`config.mk`:
```
export PLATFORM = sky130hd
export DESIGN_NAME = wb_write_arbiter_flat
export DESIGN_NICKNAME = d
export VERILOG_FILES = /design/src/rtl/wb_write_arbiter_if.sv /design/src/rtl/wb_write_arbiter.sv /design/src/flat_wrapper.sv
export SDC_FILE = /design/constraint.sdc
export NUM_CORES = 1
export LEC_CHECK = 0
export BUFFER_PORTS_ARGS = -buffer_cell sky130_fd_sc_hd__buf_2
export CORE_MARGIN = 2
export CORE_UTILIZATION = 50
export DETAILED_ROUTE_END_ITERATION = 10
export PLACE_DENSITY = 0.71
export SLEW_MARGIN = 25
export SYNTH_ARGS = -nofsm -noshare
export SYNTH_HDL_FRONTEND = slang
export SYNTH_SLANG_ARGS = --single-unit
```
`constraint.sdc`:
```
create_clock -name clk -period 2.33 [get_ports clk]
set_input_delay 0.3495 -clock clk [delete_from_list [all_inputs] [get_ports clk]]
set_output_delay 0.3495 -clock clk [all_outputs]
set_load 0.02 [all_outputs]
```
`src/rtl/wb_write_arbiter_if.sv`:
```
// Bundle of the write-arbiter signals: ALU result, load issue/return, hazard query and register-file write port.
interface wb_write_arbiter_if #(
  parameter int LQ_DEPTH = 4
);
  localparam int CNT_W = $clog2(LQ_DEPTH) + 1;

  logic             alu_valid;
  logic [4:0]       alu_addr;
  logic [31:0]      alu_data;
  logic             alu_ready;
  logic             ld_issue;
  logic [4:0]       ld_issue_addr;
  logic             ld_valid;
  logic [4:0]       ld_addr;
  logic [31:0]      ld_data;
  logic             ld_ready;
  logic [4:0]       rs_addr;
  logic [4:0]       rt_addr;
  logic             rs_busy;
  logic             rt_busy;
  logic             reg_write_out;
  logic [4:0]       write_addr;
  logic [31:0]      write_data;
  logic [CNT_W-1:0] lq_count;

  // Pipeline side: drives results, loads and hazard queries
  modport master (
    output alu_valid, alu_addr, alu_data,
    output ld_issue, ld_issue_addr,
    output ld_valid, ld_addr, ld_data,
    output rs_addr, rt_addr,
    input  alu_ready, ld_ready, rs_busy, rt_busy,
    input  reg_write_out, write_addr, write_data, lq_count
  );

  // Arbiter side
  modport slave (
    input  alu_valid, alu_addr, alu_data,
    input  ld_issue, ld_issue_addr,
    input  ld_valid, ld_addr, ld_data,
    input  rs_addr, rt_addr,
    output alu_ready, ld_ready, rs_busy, rt_busy,
    output reg_write_out, write_addr, write_data, lq_count
  );
endinterface

```
`src/rtl/wb_write_arbiter.sv`:
```
// Merges ALU results and buffered load returns onto the single register-file write port,
// with starvation-bounded ALU priority and a pending-destination scoreboard for load-use hazards.
module wb_write_arbiter #(
  parameter int LQ_DEPTH   = 4,
  parameter int STARVE_MAX = 3
) (
  input  logic               clk,
  input  logic               reset,
  wb_write_arbiter_if.slave  bus
);
  localparam int PTR_W = $clog2(LQ_DEPTH);
  localparam int CNT_W = PTR_W + 1;
  localparam int ST_W  = $clog2(STARVE_MAX + 1);
  localparam logic [CNT_W-1:0] FULL_CNT   = CNT_W'(LQ_DEPTH);
  localparam logic [ST_W-1:0]  STARVE_LIM = ST_W'(STARVE_MAX);

  logic [4:0]       r_lq_addr [LQ_DEPTH];
  logic [31:0]      r_lq_data [LQ_DEPTH];
  logic [PTR_W-1:0] r_head;
  logic [PTR_W-1:0] r_tail;
  logic [CNT_W-1:0] r_count;
  logic [31:0]      r_pending;
  logic [ST_W-1:0]  r_starve;
  logic             r_reg_write;
  logic [4:0]       r_write_addr;
  logic [31:0]      r_write_data;

  logic             w_empty;
  logic             w_full;
  logic             w_force;
  logic             w_push;
  logic             w_pop;
  logic             w_alu_win;
  logic             w_sel_valid;
  logic [4:0]       w_sel_addr;
  logic [31:0]      w_sel_data;
  logic [31:0]      w_set_mask;
  logic [31:0]      w_clr_mask;
  logic [31:0]      w_pending_nxt;
  logic [CNT_W-1:0] w_count_nxt;
  logic [ST_W-1:0]  w_starve_nxt;

  assign w_empty = (r_count == {CNT_W{1'b0}});
  assign w_full  = (r_count == FULL_CNT);
  assign w_force = (r_starve == STARVE_LIM) && !w_empty;
  // A full queue refuses the return even if a pop frees a slot this cycle
  assign w_push  = bus.ld_valid && !w_full;

  assign bus.alu_ready     = !w_force;
  assign bus.ld_ready      = !w_full;
  assign bus.rs_busy       = r_pending[bus.rs_addr];
  assign bus.rt_busy       = r_pending[bus.rt_addr];
  assign bus.reg_write_out = r_reg_write;
  assign bus.write_addr    = r_write_addr;
  assign bus.write_data    = r_write_data;
  assign bus.lq_count      = r_count;

  // Write-port source selection: forced load, then ALU, then any queued load
  always_comb begin
    w_pop       = 1'b0;
    w_alu_win   = 1'b0;
    w_sel_valid = 1'b0;
    w_sel_addr  = 5'd0;
    w_sel_data  = 32'd0;
    if (w_force) begin
      w_pop       = 1'b1;
      w_sel_valid = 1'b1;
      w_sel_addr  = r_lq_addr[r_head];
      w_sel_data  = r_lq_data[r_head];
    end else if (bus.alu_valid) begin
      w_alu_win   = 1'b1;
      w_sel_valid = 1'b1;
      w_sel_addr  = bus.alu_addr;
      w_sel_data  = bus.alu_data;
    end else if (!w_empty) begin
      w_pop       = 1'b1;
      w_sel_valid = 1'b1;
      w_sel_addr  = r_lq_addr[r_head];
      w_sel_data  = r_lq_data[r_head];
    end else begin
      w_sel_valid = 1'b0;
    end
  end

  // Next-state for scoreboard, occupancy and starvation counter
  always_comb begin
    w_set_mask = 32'd0;
    w_clr_mask = 32'd0;
    if (w_pop && (w_sel_addr != 5'd0)) begin
      w_clr_mask = 32'd1 << w_sel_addr;
    end else begin
      w_clr_mask = 32'd0;
    end
    if (bus.ld_issue && (bus.ld_issue_addr != 5'd0)) begin
      w_set_mask = 32'd1 << bus.ld_issue_addr;
    end else begin
      w_set_mask = 32'd0;
    end
    // Set is applied after clear so a same-cycle reissue keeps the register pending
    w_pending_nxt = (r_pending & ~w_clr_mask) | w_set_mask;

    case ({w_push, w_pop})
      2'b10:   w_count_nxt = r_count + {{(CNT_W-1){1'b0}}, 1'b1};
      2'b01:   w_count_nxt = r_count - {{(CNT_W-1){1'b0}}, 1'b1};
      default: w_count_nxt = r_count;
    endcase

    if (w_empty || w_pop) begin
      w_starve_nxt = {ST_W{1'b0}};
    end else if (w_alu_win && (r_starve != STARVE_LIM)) begin
      w_starve_nxt = r_starve + {{(ST_W-1){1'b0}}, 1'b1};
    end else begin
      w_starve_nxt = r_starve;
    end
  end

  // State and registered write-port update
  always_ff @(posedge clk or negedge reset) begin
    if (!reset) begin
      for (int i = 0; i < LQ_DEPTH; i++) begin
        r_lq_addr[i] <= 5'd0;
        r_lq_data[i] <= 32'd0;
      end
      r_head       <= {PTR_W{1'b0}};
      r_tail       <= {PTR_W{1'b0}};
      r_count      <= {CNT_W{1'b0}};
      r_pending    <= 32'd0;
      r_starve     <= {ST_W{1'b0}};
      r_reg_write  <= 1'b0;
      r_write_addr <= 5'd0;
      r_write_data <= 32'd0;
    end else begin
      if (w_push) begin
        r_lq_addr[r_tail] <= bus.ld_addr;
        r_lq_data[r_tail] <= bus.ld_data;
        r_tail            <= r_tail + {{(PTR_W-1){1'b0}}, 1'b1};
      end
      if (w_pop) begin
        r_head <= r_head + {{(PTR_W-1){1'b0}}, 1'b1};
      end
      r_count   <= w_count_nxt;
      r_pending <= w_pending_nxt;
      r_starve  <= w_starve_nxt;
      // Register 0 is hardwired: the source is consumed but no write is issued
      r_reg_write <= w_sel_valid && (w_sel_addr != 5'd0);
      if (w_sel_valid) begin
        r_write_addr <= w_sel_addr;
        r_write_data <= w_sel_data;
      end
    end
  end
endmodule
```
`src/flat_wrapper.sv`:
```
// flat-port wrapper written by rule: the top's interface ports become plain ports
module wb_write_arbiter_flat 
#(
  parameter int LQ_DEPTH   = 4,
  parameter int STARVE_MAX = 3
)
  (clk, reset, bus_alu_valid, bus_alu_addr, bus_alu_data, bus_ld_issue, bus_ld_issue_addr, bus_ld_valid, bus_ld_addr, bus_ld_data, bus_rs_addr, bus_rt_addr, bus_alu_ready, bus_ld_ready, bus_rs_busy, bus_rt_busy, bus_reg_write_out, bus_write_addr, bus_write_data, bus_lq_count);
  wb_write_arbiter_if #(.LQ_DEPTH(LQ_DEPTH)) bus_i ();
  input  logic clk;
  input  logic reset;
  input wire logic [$bits(bus_i.alu_valid)-1:0] bus_alu_valid;
  input wire logic [$bits(bus_i.alu_addr)-1:0] bus_alu_addr;
  input wire logic [$bits(bus_i.alu_data)-1:0] bus_alu_data;
  input wire logic [$bits(bus_i.ld_issue)-1:0] bus_ld_issue;
  input wire logic [$bits(bus_i.ld_issue_addr)-1:0] bus_ld_issue_addr;
  input wire logic [$bits(bus_i.ld_valid)-1:0] bus_ld_valid;
  input wire logic [$bits(bus_i.ld_addr)-1:0] bus_ld_addr;
  input wire logic [$bits(bus_i.ld_data)-1:0] bus_ld_data;
  input wire logic [$bits(bus_i.rs_addr)-1:0] bus_rs_addr;
  input wire logic [$bits(bus_i.rt_addr)-1:0] bus_rt_addr;
  output wire logic [$bits(bus_i.alu_ready)-1:0] bus_alu_ready;
  output wire logic [$bits(bus_i.ld_ready)-1:0] bus_ld_ready;
  output wire logic [$bits(bus_i.rs_busy)-1:0] bus_rs_busy;
  output wire logic [$bits(bus_i.rt_busy)-1:0] bus_rt_busy;
  output wire logic [$bits(bus_i.reg_write_out)-1:0] bus_reg_write_out;
  output wire logic [$bits(bus_i.write_addr)-1:0] bus_write_addr;
  output wire logic [$bits(bus_i.write_data)-1:0] bus_write_data;
  output wire logic [$bits(bus_i.lq_count)-1:0] bus_lq_count;
  assign bus_i.alu_valid = bus_alu_valid;
  assign bus_i.alu_addr = bus_alu_addr;
  assign bus_i.alu_data = bus_alu_data;
  assign bus_i.ld_issue = bus_ld_issue;
  assign bus_i.ld_issue_addr = bus_ld_issue_addr;
  assign bus_i.ld_valid = bus_ld_valid;
  assign bus_i.ld_addr = bus_ld_addr;
  assign bus_i.ld_data = bus_ld_data;
  assign bus_i.rs_addr = bus_rs_addr;
  assign bus_i.rt_addr = bus_rt_addr;
  assign bus_alu_ready = bus_i.alu_ready;
  assign bus_ld_ready = bus_i.ld_ready;
  assign bus_rs_busy = bus_i.rs_busy;
  assign bus_rt_busy = bus_i.rt_busy;
  assign bus_reg_write_out = bus_i.reg_write_out;
  assign bus_write_addr = bus_i.write_addr;
  assign bus_write_data = bus_i.write_data;
  assign bus_lq_count = bus_i.lq_count;
  wb_write_arbiter #(.LQ_DEPTH(LQ_DEPTH), .STARVE_MAX(STARVE_MAX)) u_core (.clk(clk), .reset(reset), .bus(bus_i));
endmodule
```
==> impl_results.md <==
- Status: finished, violations left
- Failing checks: negative setup slack
- DP Wirelength: 17.3 mm
- HP Start: bus_alu_data[10]
- Reg-to-reg endpoint: u_core.bus.lq_count[2]
- CP Capture Type: primary output
- Part of the cycle the worst path needs: 1.14
- CTS Sinks: 227
- Count leader, synth: dfrtp_1
- Final setup margin: -322 ps
- ANT nets after route: 0
- MaxCap Viol Count: 0
- Routed WL per cell: 20.3 um
- Yosys warns: 0
- Hold Slack: 75.7 ps
- Post-synth EDFFs: 0
- Pleak: 5.63 nW
- Setup TNS: -619 ps
- Final Hold Viols: 0
- Placer congestion estimate: 0.879
- Critical Path Start Type: flop
- Peak VDD IR: 882 uV
- Final Max Slew Viols: 0
- H-tree depth: 1
- Yosys reg bits: 227
- Clk buf depth: 3
- CTS tree: done
- Gr usage total: 0.232
- Post-synth top cells: 227 x dfrtp_1, 150 x mux2_2, 57 x mux4_2
- Syn Nets: 910
- Vias in the first global route: 7,610
- Synth Area in XOR/XNOR: 0.00486
- Slew at the pin closest to its max-slew limit: 540 ps
- Main synth FF type: dfrtp_1
- Reg-to-reg startpoint: u_core.bus.lq_count[1]
- Post-layout nets: 1,061
- Worst hold path depth: 3
- Post-synth ARST share: 1.00
- Arr. time, crit path: 2300 ps
- Setup Skew: 14.0 ps
- Hold WC Path Type: primary input to flop
- Total congestion overflow: 0
- Initial Util: 0.513
- Simple-Gate Fraction of Synth Area: 0.0677
- First-pass GRT wire length: 41.4 mm
- Adder and majority gate portion of the synthesized area: 0.00880
- # rows: 53
- Synthesized cell area: 10,800 um^2
- Tmin final: 2650 ps
- Worst-Skew Late Latency: 510 ps
- Fin util: 0.609
- Reg2reg path depth: 9
- Complex-gate fraction of the synthesized area: 0.0926
- Final WL: 25.5 mm
- Largest family of logic cells by synthesized area: multiplexers
- Reg clk slew, reported paths: 60 ps
- Vias per inst: 5.86
- DRC violations left: 0
- Worst Path Required: 1980 ps
- Leading post-synthesis cells by cell area: dfrtp_1 53%, mux2_2 16%, mux4_2 12%, a22oi_1 2.2%, and2_1 2.0%
- Synthesis-to-layout area growth: 18.8%
- Sequential cell area fraction in the yosys report: 0.526
- Avg Cell Area, Syn: 13.4 um^2
- Layout cell share with drive strength beyond 1: 0.445
- Synth unique cells: 46
- Ports: 139
- Die area: 22,800 um^2
- Die Wd: 151 um
- Critical Path Fanout Max: 3
- CTS Buf Count: 24
- Root Buffer: clkbuf_16
- Syn Inst Count: 809
- IO Port Bufs: 138
- Setup slack, reg-to-reg: 180 ps
- Initial DRT Pass Iterations: 5
- Hold EP: u_core.bus.write_data[10]
- Initial antenna violation count: 5
- Vias: 7,337
- Fmax: 0.377 GHz
- Die Y: 151 um
- Yosys top cell by area: dfrtp_1
- Yosys top cell area share: 0.526
- CORE AREA: 21,100 um^2
- Final setup violation count: 2
- Post-synthesis mux area share: 0.276
- PD cells: 1490 nW/um^2
- DRC marker count from the first detailed-route iteration: 445
- Worst Path Class, Setup: flop to primary output
- Max-slew headroom: 0.638
- Total power: 0.0191 W
- Pin count of the biggest net entering global routing: 73
- Unrepaired setup endpoints after global routing: true
where the power goes:
group | internal, W | switching [W]
sequential | 0.00592 | 0.00120
combinational | 0.00424 | 0.00393
clock | 0.00228 | 0.00149
stage by stage:
stage | setup WS (ps) | area, um^2 | std cells
floorplan | 108 | 10800 | 809
global placement | -64.1 | 12000 | 1203
global route | -371 | 12800 | 1251
detailed placement | -77.7 | 12000 | 1203
CTS | -322 | 12800 | 1251
finish | -322 | 12800 | 1253
worst max path at each step:
stage | from | end
2_1_floorplan | bus_rs_addr[0] | bus_rs_busy
3_3_place_gp | bus_rs_addr[0] | bus_rs_busy
3_5_place_dp | bus_rs_addr[0] | bus_rs_busy
4_1_cts | u_core.r_pending[15] | bus_rs_busy
5_1_grt | u_core.r_pending[15] | bus_rs_busy
6_report | u_core.r_pending[15] | bus_rs_busy
placed cells by master (no fill, tap or decap), drive strengths merged, types with 2 or more instances in the layout:
cell type	count
a21oi	34
a22o	8
a22oi	32
a31oi	5
and2	35
and3	5
and3b	2
buf	175
clkbuf	37
clkinv	4
dfrtp	227
diode	2
ha	6
inv	15
mux2	150
mux4	57
nand2	55
nand2b	3
nand3	6
nand4	6
nor2	6
nor2b	7
nor3	4
nor3b	2
o211ai	8
o21ai	41
o22ai	5
o31ai	17
or3	3
xnor2	3
xor2	3
critical path, cell delays in order, from the launching register on:
cell and delay, ps:
dfrtp_1 430, mux4_2 480, mux4_2 480, mux2_4 270, buf_6 130
registers in the layout, indices dropped and copies added (netlist names):
name / count
u_core.bus.lq_count: 3
u_core.r_lq_data: 128
u_core.r_pending: 32
u_core.bus.write_data: 32
u_core.bus.write_addr: 5
u_core.r_lq_addr: 20
u_core.r_starve: 2
u_core.r_tail: 2
u_core.bus.reg_write_out: 1
u_core.r_head: 2
repair_timing:
action / in CTS / in global routing
setup buffers: 5 / 0
endpoints found under the setup margin: 2 / 4
gates resized for setup: 6 / 2
hold endpoints to repair: 44 / 0
hold buffers: 1 / 0
cells by family (layout without fill, tap and decap cells):
group	count (synthesis)	count (layout)
AOI/OAI and AO/OA	156	156
xor gates and xnor gates	6	6
adders and majority gates	7	7
buffers and inverters	66	233
DFF	227	227
muxes	208	208
other	0	2
and+or+nand+nor	139	139
area by class of cell:
cell class	instances	area, um^2
fill	1631	8250
sequential	227	5680
multi-input combinational	516	4910
timing repair buffer	176	1050
clock buffer	37	741
tap	275	344
inverter	15	56.3
clock inverter	5	50.0
antenna	2	5.00
per-layer routing:
layer | global-route usage | part of all wire | wire length, um
met1 | 0.335 | 0.44 | 11300
met2 | 0.374 | 0.48 | 12100
met3 | 0.0425 | 0.066 | 1680
met4 | 0.0458 | 0.014 | 346
met5 | 0 | 0.0019 | 48
Note: power is estimated with default switching activity, not from simulation.
